--- config.mk ---
export PLATFORM = sky130hd
export DESIGN_NAME = hazard_sequencer
export DESIGN_NICKNAME = d
export VERILOG_FILES = /design/src/rtl/hazard_sequencer.sv
export SDC_FILE = /design/constraint.sdc
export NUM_CORES = 1
export LEC_CHECK = 0
export ABC_AREA = 1
export CAP_MARGIN = 20
export CORE_MARGIN = 3
export CORE_UTILIZATION = 33
export CTS_CLUSTER_DIAMETER = 100
export DETAILED_ROUTE_END_ITERATION = 10
export HOLD_SLACK_MARGIN = 0.05
export PLACE_DENSITY = 0.62
export SYNTH_ARGS = -nofsm -noshare
export SYNTH_HDL_FRONTEND = slang
export SYNTH_SLANG_ARGS = --single-unit
--- constraint.sdc ---
create_clock -name clk -period 2.6 [get_ports clk]
set_clock_uncertainty 0.15 [all_clocks]
set_input_delay 0.39 -clock clk [delete_from_list [all_inputs] [get_ports clk]]
set_output_delay 0.39 -clock clk [all_outputs]
set_load 0.02 [all_outputs]
--- src/rtl/hazard_sequencer.sv ---
// -----------------------------------------------------------------------------
// hazard_sequencer
//
// Hazard and stall controller for a 5-stage MIPS pipeline. Each cycle it
// decides whether PC and IF/ID hold, whether IF/ID or ID/EX is bubbled, and
// when the multi-cycle mult/div unit is started. It covers the dependencies
// the forwarding network cannot resolve:
//   - load-use,
//   - jr after a producer,
//   - HI/LO busy.
// It also flushes the front end on taken branches resolved in EX.
// Saturating stall and flush counters are kept for performance debug.
//
// Parameters:
//   MUL_CYCLES  EX occupancy of mult/multu in cycles (>= 2)
//   DIV_CYCLES  EX occupancy of div/divu in cycles (>= 2)
//   CNT_W       width of the performance counters
//
// Ports:
//   clk, reset             core clock; synchronous active-high reset
//   ID_*                   decode of the instruction currently in ID
//   IDEX_*                 writeback info of the instruction in EX
//   EXMEM_*                writeback info of the instruction in MEM
//                          (MemtoReg: 00 ALU, 01 mem, 10 PC+4)
//   EX_BranchTaken         branch in EX resolved taken this cycle
//   PC_Write, IFID_Write   pipeline-front write enables
//   IFID_Flush, IDEX_Flush load a nop / bubble into IF/ID, ID/EX
//   MD_Start               one-cycle start pulse for the mult/div unit
//   MD_Busy                mult/div unit occupied
//   StallCount, FlushCount saturating performance counters
//   dbg_state              current mult/div FSM state (0 idle, 1 busy)
//
// Handshake with the mult/div unit: MD_Start is a single-cycle command with
// no ready; the unit is assumed to accept it whenever it is asserted. This is
// safe because a start is issued only from IDLE or in the final busy cycle.
//
// All control outputs are combinational from the inputs and current state.
// -----------------------------------------------------------------------------
module hazard_sequencer #(
    parameter int MUL_CYCLES = 4,
    parameter int DIV_CYCLES = 32,
    parameter int CNT_W      = 16
) (
    input  logic             clk,
    input  logic             reset,
    input  logic [4:0]       ID_Rs,
    input  logic [4:0]       ID_Rt,
    input  logic             ID_UsesRs,
    input  logic             ID_UsesRt,
    input  logic             ID_IsJr,
    input  logic             ID_IsJump,
    input  logic             ID_IsMulDiv,
    input  logic             ID_IsDiv,
    input  logic             ID_ReadsHiLo,
    input  logic             IDEX_RegWrite,
    input  logic [4:0]       IDEX_WriteRegister,
    input  logic [1:0]       IDEX_MemtoReg,
    input  logic             EXMEM_RegWrite,
    input  logic [4:0]       EXMEM_WriteRegister,
    input  logic [1:0]       EXMEM_MemtoReg,
    input  logic             EX_BranchTaken,
    output logic             PC_Write,
    output logic             IFID_Write,
    output logic             IFID_Flush,
    output logic             IDEX_Flush,
    output logic             MD_Start,
    output logic             MD_Busy,
    output logic [CNT_W-1:0] StallCount,
    output logic [CNT_W-1:0] FlushCount,
    output logic             dbg_state
);

    // The down-counter must hold the larger of the two reload values.
    localparam int MAX_CYC = (DIV_CYCLES > MUL_CYCLES) ? DIV_CYCLES : MUL_CYCLES;
    localparam int CW      = $clog2(MAX_CYC) + 1;

    // A started operation occupies the unit for the start cycle plus
    // (N-1) busy cycles. A dependent instruction therefore reaches EX exactly
    // as the result becomes available.
    localparam logic [CW-1:0] DIV_LOAD = CW'(DIV_CYCLES - 1);
    localparam logic [CW-1:0] MUL_LOAD = CW'(MUL_CYCLES - 1);
    localparam logic [CW-1:0] CNT_ONE  = CW'(1);

    localparam logic [1:0] WB_MEM = 2'b01;

    typedef enum logic {
        MD_IDLE = 1'b0,
        MD_BUSY = 1'b1
    } md_state_t;

    md_state_t      state;
    logic [CW-1:0]  cnt;

    // ------------------------------------------------------------------
    // Dependency detection
    // ------------------------------------------------------------------
    logic idex_hit_rs;
    logic idex_hit_rt;
    logic exmem_hit_rs;
    logic load_use;
    logic jr_haz;
    logic md_haz;
    logic stall;
    logic busy;
    logic last_busy;
    logic md_start;
    logic stall_inc;
    logic flush_inc;

    // jr/jalr read rs even when the generic decode does not flag it.
    always_comb begin
        idex_hit_rs  = IDEX_RegWrite && (IDEX_WriteRegister != 5'd0) &&
                       (IDEX_WriteRegister == ID_Rs) && (ID_UsesRs || ID_IsJr);
        idex_hit_rt  = IDEX_RegWrite && (IDEX_WriteRegister != 5'd0) &&
                       (IDEX_WriteRegister == ID_Rt) && ID_UsesRt;
        exmem_hit_rs = EXMEM_RegWrite && (EXMEM_WriteRegister != 5'd0) &&
                       (EXMEM_WriteRegister == ID_Rs) && (ID_UsesRs || ID_IsJr);
    end

    always_comb begin
        busy      = (state == MD_BUSY);
        last_busy = busy && (cnt == CNT_ONE);

        load_use  = (idex_hit_rs || idex_hit_rt) && (IDEX_MemtoReg == WB_MEM);

        // jr resolves in ID and only sees forwarded values from the
        // EXMEM ALU/PC+4 path and from MEMWB. Any producer still in EX, or
        // a load still in MEM, must be waited out.
        jr_haz    = ID_IsJr &&
                    (idex_hit_rs || (exmem_hit_rs && (EXMEM_MemtoReg == WB_MEM)));

        // In the last busy cycle the dependent instruction may advance.
        md_haz    = (ID_IsMulDiv || ID_ReadsHiLo) && busy && (cnt > CNT_ONE);

        stall     = load_use || jr_haz || md_haz;

        // A branch in EX squashes the mult/div in ID, so it must not start.
        // In BUSY, a non-stalled mult/div can only occur when cnt == 1. That
        // gives a back-to-back restart with no idle gap.
        md_start  = !reset && ID_IsMulDiv && !stall && !EX_BranchTaken &&
                    (!busy || last_busy);

        stall_inc = !reset && !EX_BranchTaken && stall;
        flush_inc = !reset && (EX_BranchTaken || (ID_IsJump && !stall));
    end

    // ------------------------------------------------------------------
    // Pipeline control outputs (priority: reset, branch, stall, jump)
    // ------------------------------------------------------------------
    always_comb begin
        PC_Write   = 1'b1;
        IFID_Write = 1'b1;
        IFID_Flush = 1'b0;
        IDEX_Flush = 1'b0;
        if (reset || EX_BranchTaken) begin
            IFID_Flush = 1'b1;
            IDEX_Flush = 1'b1;
        end else if (stall) begin
            PC_Write   = 1'b0;
            IFID_Write = 1'b0;
            IDEX_Flush = 1'b1;
        end else if (ID_IsJump) begin
            IFID_Flush = 1'b1;
        end
    end

    always_comb begin
        MD_Start  = md_start;
        MD_Busy   = busy && !reset;
        dbg_state = state;
    end

    // ------------------------------------------------------------------
    // Mult/div occupancy FSM
    // ------------------------------------------------------------------
    // A taken branch does not abort BUSY. The mult/div in the unit is older
    // than the branch and must complete.
    always_ff @(posedge clk) begin
        if (reset) begin
            state <= MD_IDLE;
            cnt   <= '0;
        end else if (md_start) begin
            state <= MD_BUSY;
            cnt   <= ID_IsDiv ? DIV_LOAD : MUL_LOAD;
        end else if (state == MD_BUSY) begin
            cnt <= cnt - CNT_ONE;
            if (cnt == CNT_ONE) begin
                state <= MD_IDLE;
            end
        end
    end

    // ------------------------------------------------------------------
    // Saturating performance counters
    // ------------------------------------------------------------------
    always_ff @(posedge clk) begin
        if (reset) begin
            StallCount <= '0;
            FlushCount <= '0;
        end else begin
            if (stall_inc && (StallCount != {CNT_W{1'b1}})) begin
                StallCount <= StallCount + CNT_W'(1);
            end
            if (flush_inc && (FlushCount != {CNT_W{1'b1}})) begin
                FlushCount <= FlushCount + CNT_W'(1);
            end
        end
    end

endmodule

==> run summary <==
EDFF count, synth - 0
post-route ant nets - 0
worst-path cell chain - clkdlybuf4s50_1 > xnor2_1 > nor2b_1 > nand3_1 > nand2_1 > nand2_2 > nand3_4 > buf_4 > o21ai_1 > buf_4
synthesis-to-layout area growth - 37.2%
DRT Pass-1 Iters - 4
Max Cap Viol - 0
# diodes - 0
Die Y - 96.6 um
Max stage delay cell, worst path - clkdlybuf4s50_1
Post-Synth Simple-Gate Area - 38.7%
fmax - 407 MHz
global-route wire length before repair - 12.2 mm
status - completed
Post-synth top flop - dfxtp_1
Hold Crit Class - reg -> reg
leakage power - 1.57 nW
gr ovfl total - 0
CTS buffer count - 5
largest net degree at the start of global routing - 32
worst-margin pin slew - 557 ps
TritonCTS clock tree - done
Critical Setup Path Class - in -> out
ys async rst share - 0%
Mapped Area - 0.00271 mm^2
PortBufs - 74
compound-cell area share of the yosys netlist - 9.10%
final-report max-slew violation count - 0
Synth Area per Inst - 6.44 um^2
H-tree Lvls - 2
Core ar. - 0.00785 mm^2
wire per inst - 11.8 um
setup bufs post-CTS - 0
Rel. slew slack - 62.5%
FF/Latch Area - 781 um^2
CP dominant cell by count - buf_4
adder-cell share of the synthesized area - 1.85%
Peak supply drop - 0.189 mV
RSZ-0062 raised after global routing - no
Pwr Density - 363 mW/mm^2
crit end category - output pin
vias in the first global route - 2718
final wirelength - 7.17 mm
crit path launch type - input pin
Iter 0 DRT Violations - 77
Clock Pin Slew Worst Setup and Hold Paths - 80 ps
final hold violation count - 0
initial antenna violation count - 0
CTS sink cnt - 39
Die X-Extent - 96.6 um
area of the multi-input gates - 0.00164 mm^2
Final TNS setup - 0 ps
Top Ports - 75
worst-skew pair later-pin latency - 300 ps
Critical Path Max Stage Delay - 480 ps
layout cells sized above 1 - 10.1%
CP required - 2060 ps
Synth Warn # - 0
row cnt - 32
cell count after synthesis - 421
multiplexer share of the synthesized area - 0%
fin crit period - 2460 ps
Placer Congestion - 0.889
# placed instances - 600
DRC viols - 0
maximum clock path buffer count - 2
Tcrit/Tclk final - 94.6%
Die ar. - 0.00934 mm^2
register area share after synthesis - 28.8%
CP Max Fanout - 3
Post-Layout Cell Count - 608
routed vias - 2854
vias per cell - 4.69
Yosys cell types - 30
CP arrival - 1920 ps
largest family of logic cells by synthesized area - simple AND/OR/NAND/NOR gates
Initial Util - 34.5%
final setup fails - 0
Detailed Place HPWL - 5.37 mm
filler instances - 831
count of state elements after synthesis - 39
root buffer cell - clkbuf_8
Synth Area in XOR/XNOR - 10.0%
total track usage - 15.1%
fin nets - 545
Post-Synthesis Net Count - 461
## flip-flops by register name, indices dropped and copies added, names as in the netlist
register / count
StallCount: 16
FlushCount: 16
dbg_state: 1
cnt: 6
## stage by stage
step | util [%] | instance area (um^2) | setup slack, ps | total power, mW | hold slack, ps
after global placement | 46.0 | 3610 | -389 | 0.924 | 322
final | 47.4 | 3720 | 141 | 1.35 | 344
after CTS | 47.0 | 3690 | -42.1 | 1.36 | 344
after floorplan | - | 2710 | 595 | 0.806 | 359
after global routing | 47.4 | 3720 | 7.19 | 1.42 | 369
after detailed placement | 46.0 | 3610 | -412 | 0.926 | 333
## cells in the final DEF (no fill, tap or decap), types with 3 or more instances in the layout
cell,count
ha_1,4
nand2_2,5
buf_4,14
inv_1,58
inv_2,5
clkbuf_8,5
nor3_1,13
o21ai_0,5
dlygate4sd2_1,3
xnor2_1,9
nor3_2,4
a21oi_1,32
nand4_1,7
dfxtp_1,39
nor2_1,34
nand2_1,110
xor2_1,22
nand3_1,45
clkdlybuf4s50_1,61
dlymetal6s2s_1,5
## cell type report
type	instances	area share (%)
Sequential cell	39	21.0
Clock inverter	3	0.640
Tap cell	102	3.43
Inverter	63	6.36
Multi-Input combinational cell	309	44.1
Clock buffer	5	1.85
Timing Repair Buffer	87	22.6
## path summary, 6_finish.rpt
kind	endpoint	from	cells past startpoint	slack, ps
max reg2reg	FlushCount[0]$_SDFFE_PP0P_	FlushCount[0]$_SDFFE_PP0P_	9	430
max	IFID_Flush	ID_Rs[4]	10	140
min	StallCount[15]$_SDFFE_PP0P_	StallCount[15]$_SDFFE_PP0P_	2	340
min reg2reg	StallCount[15]$_SDFFE_PP0P_	StallCount[15]$_SDFFE_PP0P_	2	340
## worst max-delay path: cells and delay by family
kind,cells,cell delay [ps]
compound gates,1,130
xor+xnor,1,170
buf+inv,3,800
simple gates,5,430
## report_power, final
group / internal, mW / leakage (nW) / switching, mW
combinational: 0.133 / 1.21 / 0.149
sequential: 0.612 / 0.316 / 0.0162
clock: 0.192 / 0.0408 / 0.247
## cells in the mapped netlist, drive strengths merged, types with 4 or more instances
cell type	n	area share (%)
a21oi	34	6.6
buf	6	2.2
clkbuf	4	0.55
dfxtp	39	29
ha	4	1.8
inv	63	8.7
nand2	117	17
nand3	47	9.1
nand4	7	1.6
nor2	36	5.0
nor3	17	3.9
o21ai	7	1.3
xnor2	9	2.9
xor2	22	7.1
## layer usage
layer  wire length [um]  global-route usage [%]
met1               3610                    20.8
met4                 81                    4.21
met2               3190                    24.3
met5                  0                       0
met3                293                    2.88
## cells by family after synthesis
kind of cell | after synthesis
AO/OA/AOI/OAI | 44
XOR/XNOR | 31
adder cells (fa/ha/maj) | 4
buffers and inverters | 73
flip-flops | 39
AND/OR/NAND/NOR | 230
## timing repair
action | CTS | global route
gates cloned | 0 | 0
gates resized for setup | 17 | 19
hold buffers | 0 | 0
setup endpoints to repair | 5 | 7
(Power assumes the default switching activity.)
